`config.mk`:
```
export PLATFORM = sky130hd
export DESIGN_NAME = imem_boot_loader
export DESIGN_NICKNAME = d
export VERILOG_FILES = /design/src/rtl/imem_boot_loader_pkg.sv /design/src/rtl/imem_boot_loader_byte_word_assembler.sv /design/src/rtl/imem_boot_loader.sv
export SDC_FILE = /design/constraint.sdc
export NUM_CORES = 1
export LEC_CHECK = 0
export ABC_CLOCK_PERIOD_IN_PS = 2000
export BUFFER_PORTS_ARGS = -buffer_cell sky130_fd_sc_hd__buf_2
export CORE_ASPECT_RATIO = 0.6
export CORE_UTILIZATION = 46
export DETAILED_ROUTE_END_ITERATION = 6
export PLACE_DENSITY = 0.77
export SYNTH_ARGS = -nofsm -noshare
export SYNTH_HDL_FRONTEND = slang
export SYNTH_SLANG_ARGS = --single-unit
```
`constraint.sdc`:
```
create_clock -name clk -period 2 [get_ports clk]
set_input_delay 0.3 -clock clk [delete_from_list [all_inputs] [get_ports clk]]
set_output_delay 0.3 -clock clk [all_outputs]
set_load 0.005 [all_outputs]
```
`src/rtl/imem_boot_loader_pkg.sv`:
```
// imem_boot_loader_pkg: shared state encoding and sizing for the boot loader.
package imem_boot_loader_pkg;

    typedef enum logic [2:0] {
        S_IDLE,
        S_RECV,
        S_WRITE,
        S_RUN,
        S_ERROR,
        S_CHK
    } state_t;

    localparam int BYTES_PER_WORD = 4;
    localparam int DEF_ADDR_W     = 6;

    // Legal load length tops out at the full instruction memory depth.
    function automatic int max_words_for(input int addr_w);
        return 1 << addr_w;
    endfunction

endpackage

```
`src/rtl/imem_boot_loader_byte_word_assembler.sv`:
```
// imem_boot_loader_byte_word_assembler: packs consecutive bytes little-endian into a 32-bit word.
module imem_boot_loader_byte_word_assembler
    import imem_boot_loader_pkg::*;
(
    input  logic        clk,
    input  logic        rst,
    input  logic        clr_i,
    input  logic        byte_en_i,
    input  logic [7:0]  byte_i,
    output logic [31:0] word_o,
    output logic        word_full_o
);

    localparam int CNT_W = $clog2(BYTES_PER_WORD);

    logic [CNT_W-1:0] cnt_q, cnt_d;
    logic [31:0]      word_q, word_d;

    always_comb begin
        cnt_d  = clr_i ? '0 : byte_en_i ? cnt_q + 1'b1 : cnt_q;
        word_d = clr_i ? '0 : word_q;
        if (byte_en_i && !clr_i)
            word_d[8*cnt_q +: 8] = byte_i;
    end

    always_ff @(posedge clk or posedge rst) begin
        if (rst) begin
            cnt_q  <= '0;
            word_q <= '0;
        end else begin
            cnt_q  <= cnt_d;
            word_q <= word_d;
        end
    end

    assign word_o      = word_q;
    assign word_full_o = byte_en_i && cnt_q == CNT_W'(BYTES_PER_WORD - 1);

endmodule

```
`src/rtl/imem_boot_loader.sv`:
```
// imem_boot_loader: streams bytes into instruction memory and holds the core in reset until loaded.
// Define IMEM_BOOT_CHECKSUM_EN to require a trailing XOR check byte before releasing the core.
module imem_boot_loader
    import imem_boot_loader_pkg::*;
#(
    parameter int ADDR_W    = DEF_ADDR_W,
    parameter int MAX_WORDS = max_words_for(ADDR_W)
) (
    input  logic              clk,
    input  logic              rst,
    input  logic              start,
    input  logic [ADDR_W:0]   len_words,
    input  logic [7:0]        rx_data,
    input  logic              rx_valid,
    output logic              rx_ready,
    output logic              imem_we,
    output logic [31:0]       imem_addr,
    output logic [31:0]       imem_wdata,
    output logic              cpu_rst,
    output logic              busy,
    output logic              done,
    output logic              err
);

    localparam logic [ADDR_W:0] MAX_LEN = (ADDR_W + 1)'(MAX_WORDS);

    state_t              state_q, state_d;
    logic [ADDR_W-1:0]   idx_q, idx_d;
    logic [ADDR_W:0]     len_q, len_d;
    logic                done_q;
    logic                clr, byte_en, word_full, legal, last;
    logic [31:0]         word;

`ifdef IMEM_BOOT_CHECKSUM_EN
    localparam state_t S_POST = S_CHK;
    logic [7:0] xor_q, xor_d;
`else
    localparam state_t S_POST = S_RUN;
`endif

    assign legal   = len_words != '0 && len_words <= MAX_LEN;
    assign last    = {1'b0, idx_q} == len_q - 1'b1;
    assign byte_en = rx_valid && state_q == S_RECV;

    imem_boot_loader_byte_word_assembler u_asm (
        .clk         (clk),
        .rst         (rst),
        .clr_i       (clr),
        .byte_en_i   (byte_en),
        .byte_i      (rx_data),
        .word_o      (word),
        .word_full_o (word_full)
    );

    always_comb begin
        state_d = state_q;
        idx_d   = idx_q;
        len_d   = len_q;
        clr     = 1'b0;
        case (state_q)
            S_IDLE, S_RUN, S_ERROR: if (start) begin
                state_d = legal ? S_RECV : S_ERROR;
                len_d   = legal ? len_words : len_q;
                idx_d   = '0;
                clr     = legal;
            end
            S_RECV: if (word_full) state_d = S_WRITE;
            S_WRITE: begin
                state_d = last ? S_POST : S_RECV;
                idx_d   = last ? idx_q : idx_q + 1'b1;
            end
`ifdef IMEM_BOOT_CHECKSUM_EN
            S_CHK: if (rx_valid) state_d = rx_data == xor_q ? S_RUN : S_ERROR;
`endif
            default: state_d = S_IDLE;
        endcase
`ifdef IMEM_BOOT_CHECKSUM_EN
        xor_d = clr ? '0 : byte_en ? xor_q ^ rx_data : xor_q;
`endif
    end

    always_ff @(posedge clk or posedge rst) begin
        if (rst) begin
            state_q <= S_IDLE;
            idx_q   <= '0;
            len_q   <= '0;
            done_q  <= 1'b0;
`ifdef IMEM_BOOT_CHECKSUM_EN
            xor_q   <= '0;
`endif
        end else begin
            state_q <= state_d;
            idx_q   <= idx_d;
            len_q   <= len_d;
            done_q  <= state_d == S_RUN && state_q != S_RUN;
`ifdef IMEM_BOOT_CHECKSUM_EN
            xor_q   <= xor_d;
`endif
        end
    end

    assign rx_ready   = state_q == S_RECV || state_q == S_CHK;
    assign imem_we    = state_q == S_WRITE;
    assign imem_addr  = {{(30 - ADDR_W){1'b0}}, idx_q, 2'b00};
    assign imem_wdata = word;
    assign cpu_rst    = state_q != S_RUN;
    assign busy       = state_q == S_RECV || state_q == S_WRITE || state_q == S_CHK;
    assign done       = done_q;
    assign err        = state_q == S_ERROR;

endmodule

```
# After elaboration in Yosys (flattened, before gate mapping)
# Cells that the tools add are included.
[totals] ff_bits=51 latch_bits=0 ramBits=0 mem_bits_ro=0 in_bits=19 out_inout_bits=70 wordCells=55 mem_count=0
[classes] add_sub_neg=4 mul=0 div_mod_pow=0 n_lt_le_gt_ge=1 eq_ne=11 shift=2 mux=15 n_bitwise=0 n_reduce_logical=16
[ops] operator="32-bit 2-to-1 mux" n=2
[ops] operator="5-bit negation with 34-bit output" n=1
[ops] operator="8-bit by 34-bit variable shift with 32-bit output, first input constant" n=1
[ops] operator="8-bit by 34-bit indexed part select with 32-bit output" n=1
[ops] operator="32-bit bitwise mux" n=1
[ops] operator="6-bit 2-to-1 mux" n=2
[ops] operator="6-bit case mux with 2 select lines" n=1
[ops] operator="3-bit by 2-bit equality test with 1-bit output, second input constant" n=3
[ops] operator="3-bit 2-to-1 mux" n=3
[ops] operator="3-bit case mux with 3 select lines" n=1
[ops] operator="6-bit by 7-bit equality test with 1-bit output" n=1
[ops] operator="7-bit less-or-equal comparator, second input constant" n=1
[ops] operator="7-bit nonzero test" n=1
[ops] operator="7-bit by 1-bit subtractor with 7-bit output, second input constant" n=1
[ops] operator="6-bit by 1-bit adder with 6-bit output, second input constant" n=1
[ops] operator="3-bit equality test, second input constant" n=2
[ops] operator="2-bit 2-to-1 mux" n=3
[ops] operator="3-bit AND reduction" n=2
[ops] operator="1-bit logical AND" n=5
[ops] operator="2-bit inequality test, second input constant" n=2
[ops] operator="2-bit nonzero test" n=2
[ops] operator="3-bit by 1-bit equality test with 1-bit output, second input constant" n=1
[ops] operator="3-bit logical NOT" n=1
[ops] operator="1-bit logical OR" n=3
[ops] operator="other kinds (6)" n=7

# Longest topological paths before layout
[depth] depth_word=7 depth_mapped=7 ltp_nobuf=7

# Modules after synthesis
# A second synthesis with hierarchy kept.
[unflattened] hier_cells=274 area_unflattened_um2=2999.1
[by_module_without_submodules] module="imem_boot_loader_byte_word_assembler" n_inst=1 cells_each=133 area_each_um2=1755.4 seq_area_each_um2=850.8
[by_module_without_submodules] module="imem_boot_loader" n_inst=1 cells_each=141 area_each_um2=1243.7 seq_area_each_um2=425.4

# Worst setup path after synthesis
# OpenSTA, ideal clock, no wires.
[synth_timing] path_type="register -> register" start="register len_q[0]" end="register idx_q[5]" setup_time_ps=104 arrival_time_ps=2024 path_slack_ps=-128 stages_incl_launch_ff=8 path_buffers=0 path_cell_list="dfrtp_1 inv_1 ha_1 nor4b_1 mux2i_1 nand3_1 or4_1 o311ai_1"
[synth_between] elab_chain_len=4
[synth_rtl] item="start, declared" line="imem_boot_loader.sv:29" text="logic [ADDR_W:0] len_q, len_d;"
[synth_rtl] item="start signal, assigned" line="imem_boot_loader.sv:94" text="len_q <= len_d;"
[synth_rtl] item="7-bit by 1-bit subtractor with 7-bit output" line="imem_boot_loader.sv:42" text="assign last = {1'b0, idx_q} == len_q - 1'b1;"
[synth_rtl] item="6-bit by 7-bit equality test with 1-bit output" line="imem_boot_loader.sv:42"
[synth_rtl] item="2-bit inequality test (no source line)"
[synth_rtl] item="3-bit AND reduction (no source line)"
[synth_rtl] item="end signal, assigned" line="imem_boot_loader.sv:93" text="idx_q <= idx_d;"
[synth_rtl] item="end, declared" line="imem_boot_loader.sv:28" text="logic [ADDR_W-1:0] idx_q, idx_d;"
# Every way passes these cells.
# A chain may end at the register's enable or synchronous reset.

# Final worst setup path
[layout_timing] start="register len_q[2]" end="register idx_q[4]"
# Same word-level chain as after synthesis.

==> impl_metrics.yaml <==
run_status:
  run_status: "complete, but fails checks"
  failed_checks: "setup timing"
logic_synthesis:
  synth_area_leaders: "dfrtp_1 (48%), a22o_1 (10%), buf_4 (7.3%)"
  syn-instance-count: 251
  synth_most_common_cell: "dfrtp_1"
  synth_sequential_area_ratio_pct: 47.73
  synth_cell_type_count: 49
  syn-cell-area_um2: 2674
  synth.largest_area_cell: "dfrtp_1"
  synth.ff_latch_count: 51
  synth_top_area_share_pct: 47.73
  yosys_warnings: 0
  synth_edf_count: 0
  dominantRegCellSynth: "dfrtp_1"
  syn_avg_cell_area_um2: 10.65
  synth_async_sr_flop_share_pct: 100.0
  synth.cells.most_frequent: "dfrtp_1 (51), a22o_1 (32), buf_4 (26)"
final_layout:
  finalCoreUtilization_pct: 58.75
  drive_gt1_share_pct: 34.66
  antennaDiodeCount: 0
  area_growth_syn_to_layout_pct: 22.98
  fillerInstances: 498
  nNetsFinal: 352
worst_setup_path:
  cp_cell_sequence: "nor2_2 -> a31oi_1 -> a2111o_2 -> or4_1 -> nand4_1"
  cpMaxStageDelayCell: "a2111o_2"
  critical_path.startpoint_type: "register"
  critical_path.endpoint_type: "register"
  crit_required_ns: 2.23
  worst-path-max-fanout: 8
  cp.arrival_ns: 2.25
  critPathMaxStageDelay_ns: 0.55
  worstSetupPathType: "register to register"
drt:
  first_iteration_detailed_routing_drc_count: 152
  total_number_of_vias: 2158
  drc: 0
  wl_mm: 6.394
  ant_nets: 0
  wire_per_inst_um: 15.75
  viasPerCell: 5.315
  drt_first_pass_iters: 4
global_routing:
  grt_start_max_net_pins: 31
  antenna_found_initial: 0
  grt.total_usage_pct: 21.02
  grt.overflow.total: 0
  grt_pass1_vias: 1887
  grt_pass1_wl_mm: 9.742
sta:
  minimum_clock_period_ns: 2.024
  grt_setup_unrepaired: "true"
  maxSlewHeadroom_pct: 58.05
  setup_viol: 2
  worst_slew_pin_slew_ns: 0.6134
  max_freq_ghz: 0.4941
  postLayoutSetupSlackWorst_ns: -0.02382
  timing_hold_violations_final: 0
  finalCritPeriodShare_pct: 101.2
  slew_viol_final: 0
  setup_total_negative_slack_ns: -0.04131
  fin_skew_ns: 0.003420
pwr:
  post-layout-total-power_w: 0.003467
  total_leakage_power_nw: 1.701
  vdd_drop_max_v: 0.0004886
  power_per_cell_area_nw_per_um2: 1054
cts:
  clock_sinks: 51
  cts.path.max_buffers: 2
  cts_buffers: 5
  htree_levels: 2
  cts.clk_slew.worst_paths_ns: 0.09
  clock_tree_root: "clkbuf_8"
  clock_latency_at_the_later_pin_of_the_worst_skew_pair_ns: 0.29
  tritoncts_clock_tree: "built"
floorplan:
  core_um2: 5597
  initial_utilization_pct: 47.78
  die_w_um: 100.4
  die_area_um2: 6131
  num_rows: 21
  fp.dieH_um: 61.06
  io-pin-count: 89
place:
  port-buffer-count: 62
  place_congestion: 0.8449
  detailedPlacementHpwl_mm: 4.812
worst_hold_path:
  min_path_type: "primary input to asynchronous set/reset pin"
job:
  maxCapViolations: 0
-- placed cells by master (no fill, tap or decap), types with 4 or more instances in the layout --
master and n:
conb_1 26, a21oi_2 4, inv_1 10, clkbuf_8 5, mux2_2 5, o21ai_0 8
or4_1 4, dfrtp_1 50, buf_4 14, nor2_1 10, nand2_1 15, and4_1 4
buf_2 62, ha_1 6, a22o_1 32, nand3_1 6, nor2b_1 4, nor3_1 4
-- cells by family after synthesis --
logic type / after synthesis / share of synthesized area, %
adder cells (fa/ha/maj): 7 / 3.275
other: 1 / 0.1402
flip-flops: 51 / 47.73
AND/OR/NAND/NOR: 65 / 13.95
multiplexers: 8 / 3.229
AO/OA/AOI/OAI: 65 / 18.95
XOR/XNOR: 6 / 2.247
buffers and inverters: 48 / 10.48
-- power by group --
group | total, W | switching, W | leakage, nW | internal [W]
registers | 0.00140 | 0.000205 | 0.691 | 0.00120
clock network | 0.000688 | 0.000322 | 0.0502 | 0.000366
logic | 0.00138 | 0.000748 | 0.960 | 0.000629
-- what timing repair did --
action / 4_1_cts / 5_1_grt
gates resized for setup: 8 / 9
endpoints found under the setup margin: 6 / 31
setup buffers: 1 / 0
hold buffers: 0 / 0
pin swaps: 5 / 1
-- through the flow --
| step | area [um2] | instances | worst slack, ns | hold WS, ns |
|---|---|---|---|---|
| after floorplan | 2790 | 276 | 0.01944 | 0.4168 |
| after global placement | 3094 | 398 | -0.005875 | 0.3581 |
| after detailed placement | 3094 | 398 | -0.1323 | 0.3581 |
| after CTS | 3252 | 406 | -0.005372 | 0.04260 |
| after global routing | 3288 | 406 | -0.1134 | 0.05701 |
| final | 3288 | 406 | -0.02382 | 0.02074 |
-- area by class of cell --
| cell class | instances | area [um2] | share of cell area [%] |
|---|---|---|---|
| well taps | 80 | 100.1 | 3.044 |
| clock buffers | 5 | 68.82 | 2.093 |
| flip-flops and latches | 51 | 1277 | 38.85 |
| clock inverters | 2 | 37.54 | 1.142 |
| repair buffers | 78 | 446.7 | 13.58 |
| multi-input cells | 177 | 1309 | 39.80 |
| inverters | 13 | 48.80 | 1.484 |
-- layer usage --
layer | routed length [um] | GRT usage [%]
met1 | 3291 | 33.70
met2 | 2726 | 29.45
met3 | 376 | 4.086
met4 | 0 | 3.520
met5 | 0 | 0
-- worst max-delay path: cells and delay by family, from the launching register on --
| family | cells | cell delay, ns |
|---|---|---|
| flip-flops | 1 | 0.50 |
| AO/OA/AOI/OAI | 2 | 0.67 |
| AND/OR/NAND/NOR | 3 | 0.80 |
-- final timing paths --
path	start	to	slack, ns	cells after the start
max	len_q[2]	idx_q[4]	-0.02	5
min	rst	u_asm.word_o[24]	0.02	2
max reg2reg	len_q[2]	idx_q[4]	-0.02	5
min reg2reg	u_asm.word_o[23]	u_asm.word_o[23]	0.50	1
max in group asynchronous	rst	u_asm.word_o[16]	1.45	3
min in group clk	len_words[4]	len_q[4]	0.25	2
-- registers in the layout, indices dropped and copies added (netlist names) --
name          cells
u_asm.cnt_q       2
idx_q             6
done              1
len_q             7
u_asm.word_o     32
state_q           3
Note: power is estimated with default switching activity, not from simulation.
